`src/rtl/alu_pkg.sv`:
```
// ============================================================================
// alu_pkg : operation codes, FSM states and defaults for the execute-stage ALU
// rev 1.0
// ============================================================================
`default_nettype none

package alu_pkg;

   localparam int ALU_DATA_WIDTH = 32;
   localparam int ALU_OP_WIDTH   = 4;

   typedef enum logic [3:0] {
      OP_ADD = 4'b0000,
      OP_SUB = 4'b0001,
      OP_AND = 4'b0010,
      OP_OR  = 4'b0011,
      OP_XOR = 4'b0100,
      OP_SLL = 4'b0101,
      OP_SRL = 4'b0110,
      OP_SRA = 4'b0111,
      OP_EQ  = 4'b1000,
      OP_SLT = 4'b1001
   } alu_op_e;

   typedef enum logic [1:0] {
      ST_IDLE  = 2'd0,
      ST_SHIFT = 2'd1,
      ST_DONE  = 2'd2
   } alu_state_e;

   function automatic logic is_shift_op(input logic [3:0] op);
      return (op == OP_SLL) || (op == OP_SRL) || (op == OP_SRA);
   endfunction

endpackage

`default_nettype wire

```
`src/rtl/alu_shift_unit.sv`:
```
// ============================================================================
// alu_shift_unit : iterative 1-bit/cycle shifter, or barrel shifter when
// ALU_FAST_SHIFT_EN is defined.                                       rev 1.0
// ============================================================================
`default_nettype none

module alu_shift_unit
   import alu_pkg::*;
#(
   parameter int DATA_WIDTH  = ALU_DATA_WIDTH,
   parameter int SHAMT_WIDTH = $clog2(DATA_WIDTH)
) (
   input  logic                   clk,
   input  logic                   rst_n,
   input  logic                   start,
   input  logic                   flush,
   input  logic [3:0]             op,
   input  logic [DATA_WIDTH-1:0]  a,
   input  logic [SHAMT_WIDTH-1:0] shamt,
   output logic [DATA_WIDTH-1:0]  result,
   output logic                   done
);

`ifdef ALU_FAST_SHIFT_EN

   always_comb begin
      result = a;
      case (op)
         OP_SLL:  result = a << shamt;
         OP_SRL:  result = a >> shamt;
         OP_SRA:  result = $signed(a) >>> shamt;
         default: result = a;
      endcase
   end

   assign done = 1'b0;

`else

   logic [DATA_WIDTH-1:0]  value;
   logic [SHAMT_WIDTH-1:0] count;
   logic [3:0]             kind;
   logic [DATA_WIDTH-1:0]  step;

   always_comb begin
      step = value;
      case (kind)
         OP_SLL:  step = value << 1;
         OP_SRL:  step = value >> 1;
         default: step = {value[DATA_WIDTH-1], value[DATA_WIDTH-1:1]};
      endcase
   end

   always_ff @(posedge clk or negedge rst_n) begin
      if (!rst_n) begin
         value <= '0;
         count <= '0;
         kind  <= 4'd0;
      end else if (flush) begin
         count <= '0;
      end else if (start) begin
         value <= a;
         count <= shamt;
         kind  <= op;
      end else if (count != '0) begin
         value <= step;
         count <= count - SHAMT_WIDTH'(1);
      end
   end

   // The final shift step is taken by the consumer capturing `result` on the
   // same edge that the count would hit zero.
   assign result = step;
   assign done   = (count == SHAMT_WIDTH'(1));

`endif

endmodule

`default_nettype wire

```
`src/rtl/alu_exec_unit.sv`:
```
// ============================================================================
// alu_exec_unit : execute-stage ALU with valid/ready handshake and registered
// result. Optional macro: ALU_FAST_SHIFT_EN (single-cycle shifts).    rev 1.0
// ============================================================================
`default_nettype none

module alu_exec_unit
   import alu_pkg::*;
#(
   parameter int DATA_WIDTH = ALU_DATA_WIDTH,
   parameter int OP_WIDTH   = ALU_OP_WIDTH
) (
   input  logic                  clk,
   input  logic                  rst_n,
   input  logic                  in_valid,
   output logic                  in_ready,
   input  logic [OP_WIDTH-1:0]   op_i,
   input  logic [DATA_WIDTH-1:0] a_i,
   input  logic [DATA_WIDTH-1:0] b_i,
   input  logic                  flush_i,
   output logic                  out_valid,
   input  logic                  out_ready,
   output logic [DATA_WIDTH-1:0] result_o,
   output logic                  zero_o,
   output logic                  busy_o
);

   localparam int SHAMT_WIDTH = $clog2(DATA_WIDTH);

   alu_state_e             state;
   logic [3:0]             op;
   logic [SHAMT_WIDTH-1:0] shamt;
   logic                   accept;
   logic                   goes_iter;
   logic                   sh_start;
   logic [DATA_WIDTH-1:0]  sh_result;
   logic                   sh_done;
   logic [DATA_WIDTH-1:0]  quick_result;

   assign op     = op_i[3:0];
   assign shamt  = b_i[SHAMT_WIDTH-1:0];
   assign in_ready = !flush_i && ((state == ST_IDLE) || ((state == ST_DONE) && out_ready));
   assign accept = in_valid && in_ready;
   assign busy_o = (state != ST_IDLE);

`ifdef ALU_FAST_SHIFT_EN
   assign goes_iter = 1'b0;
`else
   assign goes_iter = is_shift_op(op) && (shamt != '0);
`endif

   assign sh_start = accept && goes_iter;

   alu_shift_unit #(
      .DATA_WIDTH  (DATA_WIDTH),
      .SHAMT_WIDTH (SHAMT_WIDTH)
   ) u_shift (
      .clk    (clk),
      .rst_n  (rst_n),
      .start  (sh_start),
      .flush  (flush_i),
      .op     (op),
      .a      (a_i),
      .shamt  (shamt),
      .result (sh_result),
      .done   (sh_done)
   );

   // Everything that completes in the accept cycle; iterative shifts only land
   // here with a zero shift amount, where the result is operand A unchanged.
   always_comb begin
      quick_result = '0;
      case (op)
         OP_ADD: quick_result = a_i + b_i;
         OP_SUB: quick_result = a_i - b_i;
         OP_AND: quick_result = a_i & b_i;
         OP_OR:  quick_result = a_i | b_i;
         OP_XOR: quick_result = a_i ^ b_i;
         OP_SLL, OP_SRL, OP_SRA: begin
`ifdef ALU_FAST_SHIFT_EN
            quick_result = sh_result;
`else
            quick_result = a_i;
`endif
         end
         OP_EQ:   quick_result = {{(DATA_WIDTH-1){1'b0}}, (a_i == b_i)};
         OP_SLT:  quick_result = {{(DATA_WIDTH-1){1'b0}}, ($signed(a_i) < $signed(b_i))};
         default: quick_result = '0;
      endcase
   end

   always_ff @(posedge clk or negedge rst_n) begin
      if (!rst_n) begin
         state     <= ST_IDLE;
         out_valid <= 1'b0;
         result_o  <= '0;
         zero_o    <= 1'b1;
      end else if (flush_i) begin
         state     <= ST_IDLE;
         out_valid <= 1'b0;
      end else if (accept) begin
         if (goes_iter) begin
            state     <= ST_SHIFT;
            out_valid <= 1'b0;
         end else begin
            state     <= ST_DONE;
            out_valid <= 1'b1;
            result_o  <= quick_result;
            zero_o    <= (quick_result == '0);
         end
      end else begin
         case (state)
            ST_SHIFT: begin
               if (sh_done) begin
                  state     <= ST_DONE;
                  out_valid <= 1'b1;
                  result_o  <= sh_result;
                  zero_o    <= (sh_result == '0);
               end
            end
            ST_DONE: begin
               if (out_ready) begin
                  state     <= ST_IDLE;
                  out_valid <= 1'b0;
               end
            end
            default: begin
               state     <= ST_IDLE;
               out_valid <= 1'b0;
            end
         endcase
      end
   end

endmodule

`default_nettype wire

```
`config.mk`:
```
export PLATFORM = sky130hd
export DESIGN_NAME = alu_exec_unit
export DESIGN_NICKNAME = d
export VERILOG_FILES = /design/src/rtl/alu_pkg.sv /design/src/rtl/alu_shift_unit.sv /design/src/rtl/alu_exec_unit.sv
export SDC_FILE = /design/constraint.sdc
export NUM_CORES = 1
export LEC_CHECK = 0
export BUFFER_PORTS_ARGS = -buffer_cell sky130_fd_sc_hd__buf_2
export CORE_MARGIN = 2
export CORE_UTILIZATION = 40
export DETAILED_ROUTE_END_ITERATION = 8
export SYNTH_ARGS = -nofsm -noshare
export SYNTH_HDL_FRONTEND = slang
export SYNTH_SLANG_ARGS = --single-unit
```
`constraint.sdc`:
```
create_clock -name clk -period 7.6 [get_ports clk]
set_input_delay 0.38 -clock clk [delete_from_list [all_inputs] [get_ports clk]]
set_output_delay 0.38 -clock clk [all_outputs]
set_load 0.005 [all_outputs]
```
==> flow_metrics.tcl, run 1 <==
set metrics [dict create \
    tightest_slew_ps 1080 \
    cts_root_buf "clkbuf_16" \
    syn2layout_area_growth_pct 10.6 \
    maxSlewHeadroom 0.280 \
    pin_count 109 \
    fillers 2625 \
    cts_buffers 9 \
    syn-cell-area_um2 10100 \
    vias 10992 \
    yosys.area_share.simple 0.229 \
    grt_pass1_vias 10104 \
    period_share 0.575 \
    finClkSkew_ps 5.92 \
    firstDrtPassIters 6 \
    dieWidth_um 163 \
    post-cts-setup-buffers 0 \
    status "complete, no violations" \
    synth_edf_count 0 \
    period_needed_ps 4370 \
    finalSetupViolations 0 \
    drc 0 \
    cts_tree "built" \
    crit_arrival_ps 4650 \
    grt_pass1_wl_um 58500 \
    postCtsHoldBufs 0 \
    track_usage 0.284 \
    ys.flop_type "dfrtp_1" \
    initial_core_util 0.405 \
    die_h_um 163 \
    synth_seq_area_share 0.188 \
    cp_max_fo 6 \
    synth_top_family_by_area "compound AO/OA/AOI/OAI gates" \
    ant_nets 0 \
    synth_compound_area_frac 0.307 \
    yosysTopAreaCell "dfrtp_1" \
    synth_area_leaders "dfrtp_1 (19%), ha_1 (14%), a21oi_1 (7.0%)" \
    finalPower_w 0.00230 \
    dp_hpwl_um 29300 \
    core_um2 25000 \
    cp.required_ps 7880 \
    routedWlPerCell_um 21.3 \
    path_clk_slew_ps 60 \
    r2r_end "zero_o$_DFFE_PN1P_" \
    io_buffers 108 \
    synth_nets 1618 \
    reg2reg_setup_slack_ps 3280 \
    htreeDepth 3 \
    cp-end-kind "flip-flop" \
    cts.path.max_buffers 2 \
    clk-insertion-delay-late_ps 340 \
    overflow 0 \
    yosysWarnings 0 \
    synth_area_per_cell_um2 7.11 \
    routed_wl_um 38400 \
    max_freq_mhz 229 \
    hold_path.class "input port to async pin" \
    synthDominantCellAreaShare 0.185 \
    synth_fa_ha_area_frac 0.148 \
    grt_max_degree 79 \
    slew_violations 0 \
    muxShareOfSynthArea 0.0511 \
    avgViaCountPerCell 6.09 \
    die_area_um2 26600 \
    diodes 0 \
    cts.sinks 76 \
    peakVddDrop_mv 0.219 \
    synth_xor_xnor_area_share 0.00605 \
    ff2ff_path_depth 12 \
    power.leakage_nw 5.22 \
    cts_resized 0 \
    gp_congestion 1.00 \
    rr_startpoint "out_valid$_DFFE_PN0P_" \
    startpoint_type "input port" \
    drive_above_1_share 0.119 \
    crit_type "input port to flip-flop" \
    synthArstFlopShare 1.00 \
    timing.setup.tns_ps 0 \
    yosys_register_bits 76 \
    grt_antenna_before_repair 0 \
    cap_viol_max_count 0 \
    power.density_nw_per_um2 205 \
    synth_cells 1426 \
    finalNetCount 1661 \
    drt_iter0_markers 1048 \
    ys_types 77 \
    hold_violations 0 \
    rows 58 \
    rsz0062_at_grt "no" \
]
## worst max-delay path, stage by stage
cell	delay, ps
buf_2	170
inv_1	130
ha_1	370
a211oi_1	430
o211ai_1	270
a221o_1	470
o21ai_0	560
o221ai_1	300
or4_1	580
nor4_1	380
nand4_1	130
nor4_1	300
a31o_1	180
## placed cells by master (no fill, tap or decap), types with 6 or more instances in the layout
cell,n
o31ai_1,13
or3_1,8
nand4_1,18
nor3_1,31
a31oi_1,11
nor2_1,173
a211oi_1,18
o21ai_0,124
a221oi_1,10
o221ai_1,7
o31a_1,6
dfrtp_1,75
a221o_1,10
mux2i_1,45
clkbuf_16,9
inv_1,98
a211o_1,6
a21o_1,20
a2111oi_0,7
nor4_1,16
or4_1,7
nand2_1,142
o22ai_1,9
buf_4,18
mux2_2,6
nand3_1,32
ha_1,117
buf_2,107
nand2b_1,15
o21a_1,8
o211ai_1,26
a21oi_1,141
or2_2,6
and3_1,6
o21bai_1,6
a311oi_1,7
nor2b_1,15
## flip-flops by register name, summed over array words and instances, names as in the netlist
signal and flops:
out_valid 1, u_shift.value 32, result_o 32, u_shift.count 5, state 1, zero_o 1, u_shift.kind 4
## report_power, final
| group | switching, W | internal (W) | leakage, nW | total, W |
|---|---|---|---|---|
| clock network | 0.000171 | 0.000273 | 0.152 | 0.000444 |
| logic | 0.000745 | 0.000438 | 4.06 | 0.00118 |
| registers | 0.000110 | 0.000561 | 1.01 | 0.000671 |
## cell type report
cell class                      instances  area, µm²  share of cell area
Inverter                               98        368              0.0328
Multi-Input combinational cell       1159       7540               0.673
Clock buffer                           11        253              0.0225
Timing Repair Buffer                  125        671              0.0598
Tap cell                              330        413              0.0368
Clock inverter                          5       60.1             0.00536
Sequential cell                        76       1900               0.170
## cells by family after synthesis
kind of cell               count (synthesis)
xor gates and xnor gates                   7
DFF                                       76
adders and majority gates                119
AOI/OAI and AO/OA                        484
buffers and inverters                    191
muxes                                     51
and+or+nand+nor                          498
## layer usage
layer  vias up  wire length (µm)  track usage
met5         -                 0            0
met4         0              2370        0.153
met3       114              2950       0.0414
met2       516             16600        0.436
met1      5122             16400        0.384
li1       5240                 -            -
## synthesized netlist by cell type, types with 5 or more instances
library cell and number:
a211o_1 6, clkbuf_1 85, or2_2 6, nor2_1 173
and3_1 8, o21a_1 8, a21oi_1 141, mux2i_1 45
o221ai_1 7, a21o_1 20, a2111oi_0 7, o31a_1 6
nor4_1 17, a221oi_1 10, o21bai_1 6, nand4_1 18
or3_1 8, and2_1 6, o2111ai_1 5, a311oi_1 7
nand3_1 32, a211oi_1 18, inv_1 98, o21ai_0 125
a31oi_1 11, a221o_1 10, ha_1 117, nor2b_1 15
o31ai_1 13, nor3_1 31, dfrtp_1 75, o211ai_1 26
mux2_2 6, or4_1 8, o22ai_1 9, a22o_1 5
nand2_1 142, nand2b_1 15
## worst max path at each step
| stage | endpoint | from |
|---|---|---|
| after floorplan | zero_o$_DFFE_PN1P_ | a_i[9] |
| after global placement | zero_o$_DFFE_PN1P_ | a_i[15] |
| after detailed placement | zero_o$_DFFE_PN1P_ | a_i[15] |
| after CTS | zero_o$_DFFE_PN1P_ | out_valid$_DFFE_PN0P_ |
| after global routing | zero_o$_DFFE_PN1P_ | out_valid$_DFFE_PN0P_ |
| final | zero_o$_DFFE_PN1P_ | a_i[1] |
## per-stage QoR
stage,util,hold slack (ps),instance area [µm²],setup WS [ps],instances
floorplan,-,84.4,10100,3890,1426
global placement,0.435,454,10900,3010,1788
detailed placement,0.435,457,10900,2970,1788
CTS,0.448,243,11200,3230,1804
global route,0.448,280,11200,2860,1804
finish,0.448,201,11200,3230,1804
(Power assumes the default switching activity.)
==> run 2: changes to the inputs <==
clock period = 4.3 ns   (was 7.6 ns; I/O delays follow)
==> run 2 against run 1 <==
Clock-buffer cell count increased by 1. Critical endpoint unchanged. Worst hold slack got worse by 170 ps. Cell area increased by 4.3%. Routed wire length increased by 6.9%. Sequential share of layout area decreased by 0.70 points. Flip-flop and latch count unchanged. Via count increased by 4.3%. Global-route usage increased by 2.1 points.
==> flow_metrics.tcl, run 2 (same netlist as run 1, synthesis figures left out) <==
set metrics [dict create \
    ant_nets 0 \
    path_cells "buf_2 > ha_1 > inv_1 > fa_1 > nand2b_1 > a21oi_1 > o21ai_0 > a211o_1 > nand4_1 > a31oi_1 > a221o_1 > a221o_1 > or4_1 > nor4_1 > a31o_1" \
    track_usage 0.305 \
    finalNetCount 1724 \
    cts_root_buf "clkbuf_16" \
    gp_congestion 1.01 \
    slowest_delay_ps 530 \
    layout_common_cells "nor2_1 (173), nand2_1 (142), a21oi_1 (141)" \
    finalSetupViolations 0 \
    max_freq_mhz 250 \
    diodes 0 \
    htreeDepth 3 \
    cts_resized 0 \
    routed_wl_um 41000 \
    post-cts-setup-buffers 0 \
    timing.setup.tns_ps 0 \
    crit_arrival_ps 4290 \
    postCtsHoldBufs 0 \
    power.density_nw_per_um2 360 \
    cts_tree "built" \
    startpoint_type "input port" \
    period_needed_ps 4000 \
    tightest_slew_ps 990 \
    postLayoutCoreUtil 0.467 \
    hold_path.class "input port to async pin" \
    grt_antenna_before_repair 0 \
    rows 58 \
    path_clk_slew_ps 60 \
    maxSlewHeadroom 0.340 \
    die_h_um 163 \
    syn2layout_area_growth_pct 15.4 \
    cts_buffers 9 \
    clk-insertion-delay-late_ps 340 \
    dp_hpwl_um 32300 \
    finalWorstSetupSlack_ps 296 \
    pwr-share-comb 0.525 \
    grt_pass1_wl_um 62300 \
    r2r_end "zero_o$_DFFE_PN1P_" \
    cts.sinks 76 \
    vias 11462 \
    grt_max_degree 78 \
    cp.required_ps 4590 \
    cell_internal_pwr_w 0.00235 \
    ff2ff_path_depth 12 \
    power.switching_w 0.00186 \
    p_clk_frac 0.194 \
    dieWidth_um 163 \
    slowest_stage "or4_1" \
    peakVddDrop_mv 0.338 \
    firstDrtPassIters 7 \
    overflow 0 \
    hold_violations 0 \
    grt_pass1_vias 10609 \
    slew_violations 0 \
    io_buffers 108 \
    die_area_um2 26600 \
    hold_ws_ps 31.6 \
    core_um2 25000 \
    drive_above_1_share 0.154 \
    place_ws_ps 36.8 \
    reg2reg_setup_slack_ps 510 \
    status "complete, no violations" \
    swShare 0.442 \
    drt_iter0_markers 1390 \
    final_common_cell "nor2_1" \
    cts.path.max_buffers 2 \
    finClkSkew_ps 7.50 \
    routedWlPerCell_um 22.0 \
    largestRegisters "result_o (32), u_shift.value (32), u_shift.count (5)" \
    power.leakage_nw 5.52 \
    period_share 0.931 \
    crit_type "input port to flip-flop" \
    avgViaCountPerCell 6.14 \
    drc 0 \
    cap_viol_max_count 0 \
    cp_max_fo 5 \
    rsz0062_at_grt "no" \
    cp-end-kind "flip-flop" \
    path_common_cell "a221o_1" \
    seq_power_share 0.281 \
    rr_startpoint "state[0]$_DFFE_PN0P_" \
    initial_core_util 0.405 \
    pin_count 109 \
]
-- run 2: changes by cell type in the layout (fill, tap and decap cells not counted) --
cell | before | now
clkinv_4 | 2 | 0
buf_4 | 18 | 81
clkbuf_8 | 2 | 1
clkbuf_1 | 0 | 2
bufinv_16 | 1 | 2
-- run 2: layout make-up --
class / instances / area (µm²)
clock buffers: 12 / 246
clock inverters: 4 / 72.6
fillers: 2635 / 13300
inverters: 98 / 368
multi-input cells: 1159 / 7540
flip-flops and latches: 76 / 1900
well taps: 330 / 413
repair buffers: 188 / 1140
-- run 2: worst max-delay path by stage --
| stage | start | end | slack (ps) | cells after the start |
|---|---|---|---|---|
| after floorplan | a_i[9] | zero_o$_DFFE_PN1P_ | 760 | 12 |
| after global placement | a_i[0] | zero_o$_DFFE_PN1P_ | 150 | 15 |
| after detailed placement | a_i[0] | zero_o$_DFFE_PN1P_ | 40 | 15 |
| after CTS | a_i[0] | zero_o$_DFFE_PN1P_ | 380 | 15 |
| after global routing | a_i[0] | zero_o$_DFFE_PN1P_ | 170 | 16 |
| final | a_i[0] | zero_o$_DFFE_PN1P_ | 300 | 15 |
-- run 2: power by group through the flow --
stage               logic [W]  clock network [W]  registers (W)
floorplan             0.00137                  0        0.00116
global route          0.00244           0.000864        0.00122
finish                0.00221           0.000817        0.00118
detailed placement    0.00217                  0        0.00119
global placement      0.00215                  0        0.00118
CTS                   0.00218           0.000830        0.00118
-- run 2: metal layers --
layer	global-route usage	share of wire
met1	0.408	0.42
met4	0.125	0.051
met5	0	0
met3	0.0394	0.074
met2	0.495	0.45
-- run 2: worst max-delay path, delay by kind of cell --
kind	cells	cell delay [ps]
compound gates	7	2030
buf+inv	2	200
fa+ha+maj	2	600
simple gates	4	1240
-- run 2: metrics by stage --
stage,total power [W],cells,area (µm²)
3_3_place_gp,0.00333,1851,11400
3_5_place_dp,0.00336,1851,11400
2_1_floorplan,0.00253,1426,10100
4_1_cts,0.00419,1867,11700
6_report,0.00420,1867,11700
5_1_grt,0.00453,1867,11700
==> run 3: changes to the inputs <==
CORE_ASPECT_RATIO = 0.8   (was unset)
TNS_END_PERCENT = 5   (was unset)
==> run 3 against run 2 <==
Register-to-register slack gained 120 ps. Flip-flop and latch count is the same. Utilization grew 0.10 points. Worst hold slack lost 20 ps. Setup slack gained 71 ps. Cell area grew 0.54%. Sequential share of layout area shrank 0.087 points. Combinational power is essentially flat. Die area is essentially flat. Sequential power is essentially flat. Largest power group unchanged.
==> flow_metrics.tcl, run 3 (same netlist as run 1, synthesis figures left out) <==
set metrics [dict create \
    finalNetCount 1729 \
    status "complete, no violations" \
    rows 52 \
    routed_wl_um 41700 \
    gp_congestion 1.03 \
    cts_root_buf "clkbuf_16" \
    postCtsHoldBufs 0 \
    drc 0 \
    grt_antenna_before_repair 1 \
    cap_viol_max_count 0 \
    clk-insertion-delay-late_ps 350 \
    maxSlewHeadroom 0.297 \
    period_needed_ps 3930 \
    die_h_um 146 \
    final_common_cell "nor2_1" \
    layout_common_cells "nor2_1 (173), nand2_1 (142), a21oi_1 (141)" \
    hold_path.class "input port to async pin" \
    finalWorstSetupSlack_ps 366 \
    ff2ff_path_depth 12 \
    slew_violations 0 \
    cts.sinks 76 \
    cp-end-kind "flip-flop" \
    cts_buffers 9 \
    path_clk_slew_ps 60 \
    overflow 0 \
    grt_max_degree 78 \
    crit_arrival_ps 4220 \
    vias 11467 \
    dp_hpwl_um 32800 \
    dieWidth_um 182 \
    io_buffers 108 \
    cts_tree "built" \
    initial_core_util 0.404 \
    cts_resized 0 \
    rr_startpoint "u_shift.count[2]$_DFFE_PN0P_" \
    rsz0062_at_grt "no" \
    cp.required_ps 4590 \
    finalSetupViolations 0 \
    grt_pass1_wl_um 63700 \
    largestRegisters "result_o (32), u_shift.value (32), u_shift.count (5)" \
    max_freq_mhz 254 \
    startpoint_type "input port" \
    postLayoutCoreUtil 0.468 \
    pin_count 109 \
    avgViaCountPerCell 6.14 \
    crit_type "input port to flip-flop" \
    routedWlPerCell_um 22.3 \
    fillers 2634 \
    firstDrtPassIters 6 \
    power.density_nw_per_um2 366 \
    peakVddDrop_mv 0.264 \
    drt_iter0_markers 1231 \
    r2r_end "zero_o$_DFFE_PN1P_" \
    grt_pass1_vias 10604 \
    period_share 0.915 \
    htreeDepth 3 \
    die_area_um2 26600 \
    place_ws_ps 160 \
    finClkSkew_ps 6.75 \
    syn2layout_area_growth_pct 16.0 \
    cp_max_fo 5 \
    finalPower_w 0.00430 \
    ant_nets 0 \
    drive_above_1_share 0.158 \
    post-cts-setup-buffers 0 \
    cts.path.max_buffers 2 \
    hold_violations 0 \
    timing.setup.tns_ps 0 \
    power.leakage_nw 5.56 \
    track_usage 0.310 \
    reg2reg_setup_slack_ps 630 \
    core_um2 25100 \
    tightest_slew_ps 1050 \
]
[run 3: cell types whose count changed in the layout (fill, tap and decap cells not counted), sizes merged]
cell and change:
bufinv +1, diode +1, clkinv +1, inv +1, buf +5, clkbuf -3
[run 3: worst max-delay path, stage by stage]
cell	delay [ps]
buf_2	110
inv_1	100
ha_1	360
nor2_1	100
o311ai_1	310
buf_4	190
a2111oi_2	60
buf_4	180
o311ai_0	530
buf_4	210
nand3_1	120
a31oi_1	550
o21ai_0	240
xor2_1	190
o211a_1	260
a211oi_1	250
buf_4	160
a21o_1	70
[run 3: worst max-delay path by stage]
stage / startpoint / endpoint / slack [ps] / cells past startpoint
6_report: a_i[1] / result_o[31]$_DFFE_PN0P_ / 370 / 18
5_1_grt: b_i[4] / zero_o$_DFFE_PN1P_ / 190 / 17
4_1_cts: a_i[1] / result_o[31]$_DFFE_PN0P_ / 500 / 18
3_5_place_dp: a_i[1] / result_o[31]$_DFFE_PN0P_ / 160 / 18
3_3_place_gp: a_i[1] / result_o[31]$_DFFE_PN0P_ / 160 / 18
2_1_floorplan: a_i[9] / zero_o$_DFFE_PN1P_ / 760 / 12
[run 3: metal layers]
layer  wire [µm]  track usage  part of all wire  vias up
li1            -            -                 -     5385
met1       19200        0.457              0.46     5470
met2       18000        0.472              0.43      547
met3        3430       0.0422             0.082       65
met4        1070       0.0847             0.026        0
met5           0            0                 0        -
[run 3: final cells by class]
type	count	area [µm²]	share of cell area
Multi-Input combinational cell	1159	7540	0.642
Clock inverter	7	124	0.0105
Timing Repair Buffer	193	1180	0.100
Clock buffer	9	225	0.0192
Sequential cell	76	1900	0.162
Tap cell	324	405	0.0345
Antenna cell	1	2.50	0.000213
Inverter	98	368	0.0313
[run 3: report_power, final]
part | internal [W] | switching (W)
clock | 0.000571 | 0.000327
combinational | 0.000839 | 0.00138
sequential | 0.000991 | 0.000191
total | 0.00240 | 0.00190
[run 3: through the flow]
stage / instances / instance area, µm² / hold WS, ps
after floorplan: 1426 / 10100 / -80.6
after global placement: 1850 / 11400 / 447
after detailed placement: 1850 / 11400 / 447
after CTS: 1866 / 11800 / 80.3
after global routing: 1866 / 11800 / 102
final: 1867 / 11800 / 12.0
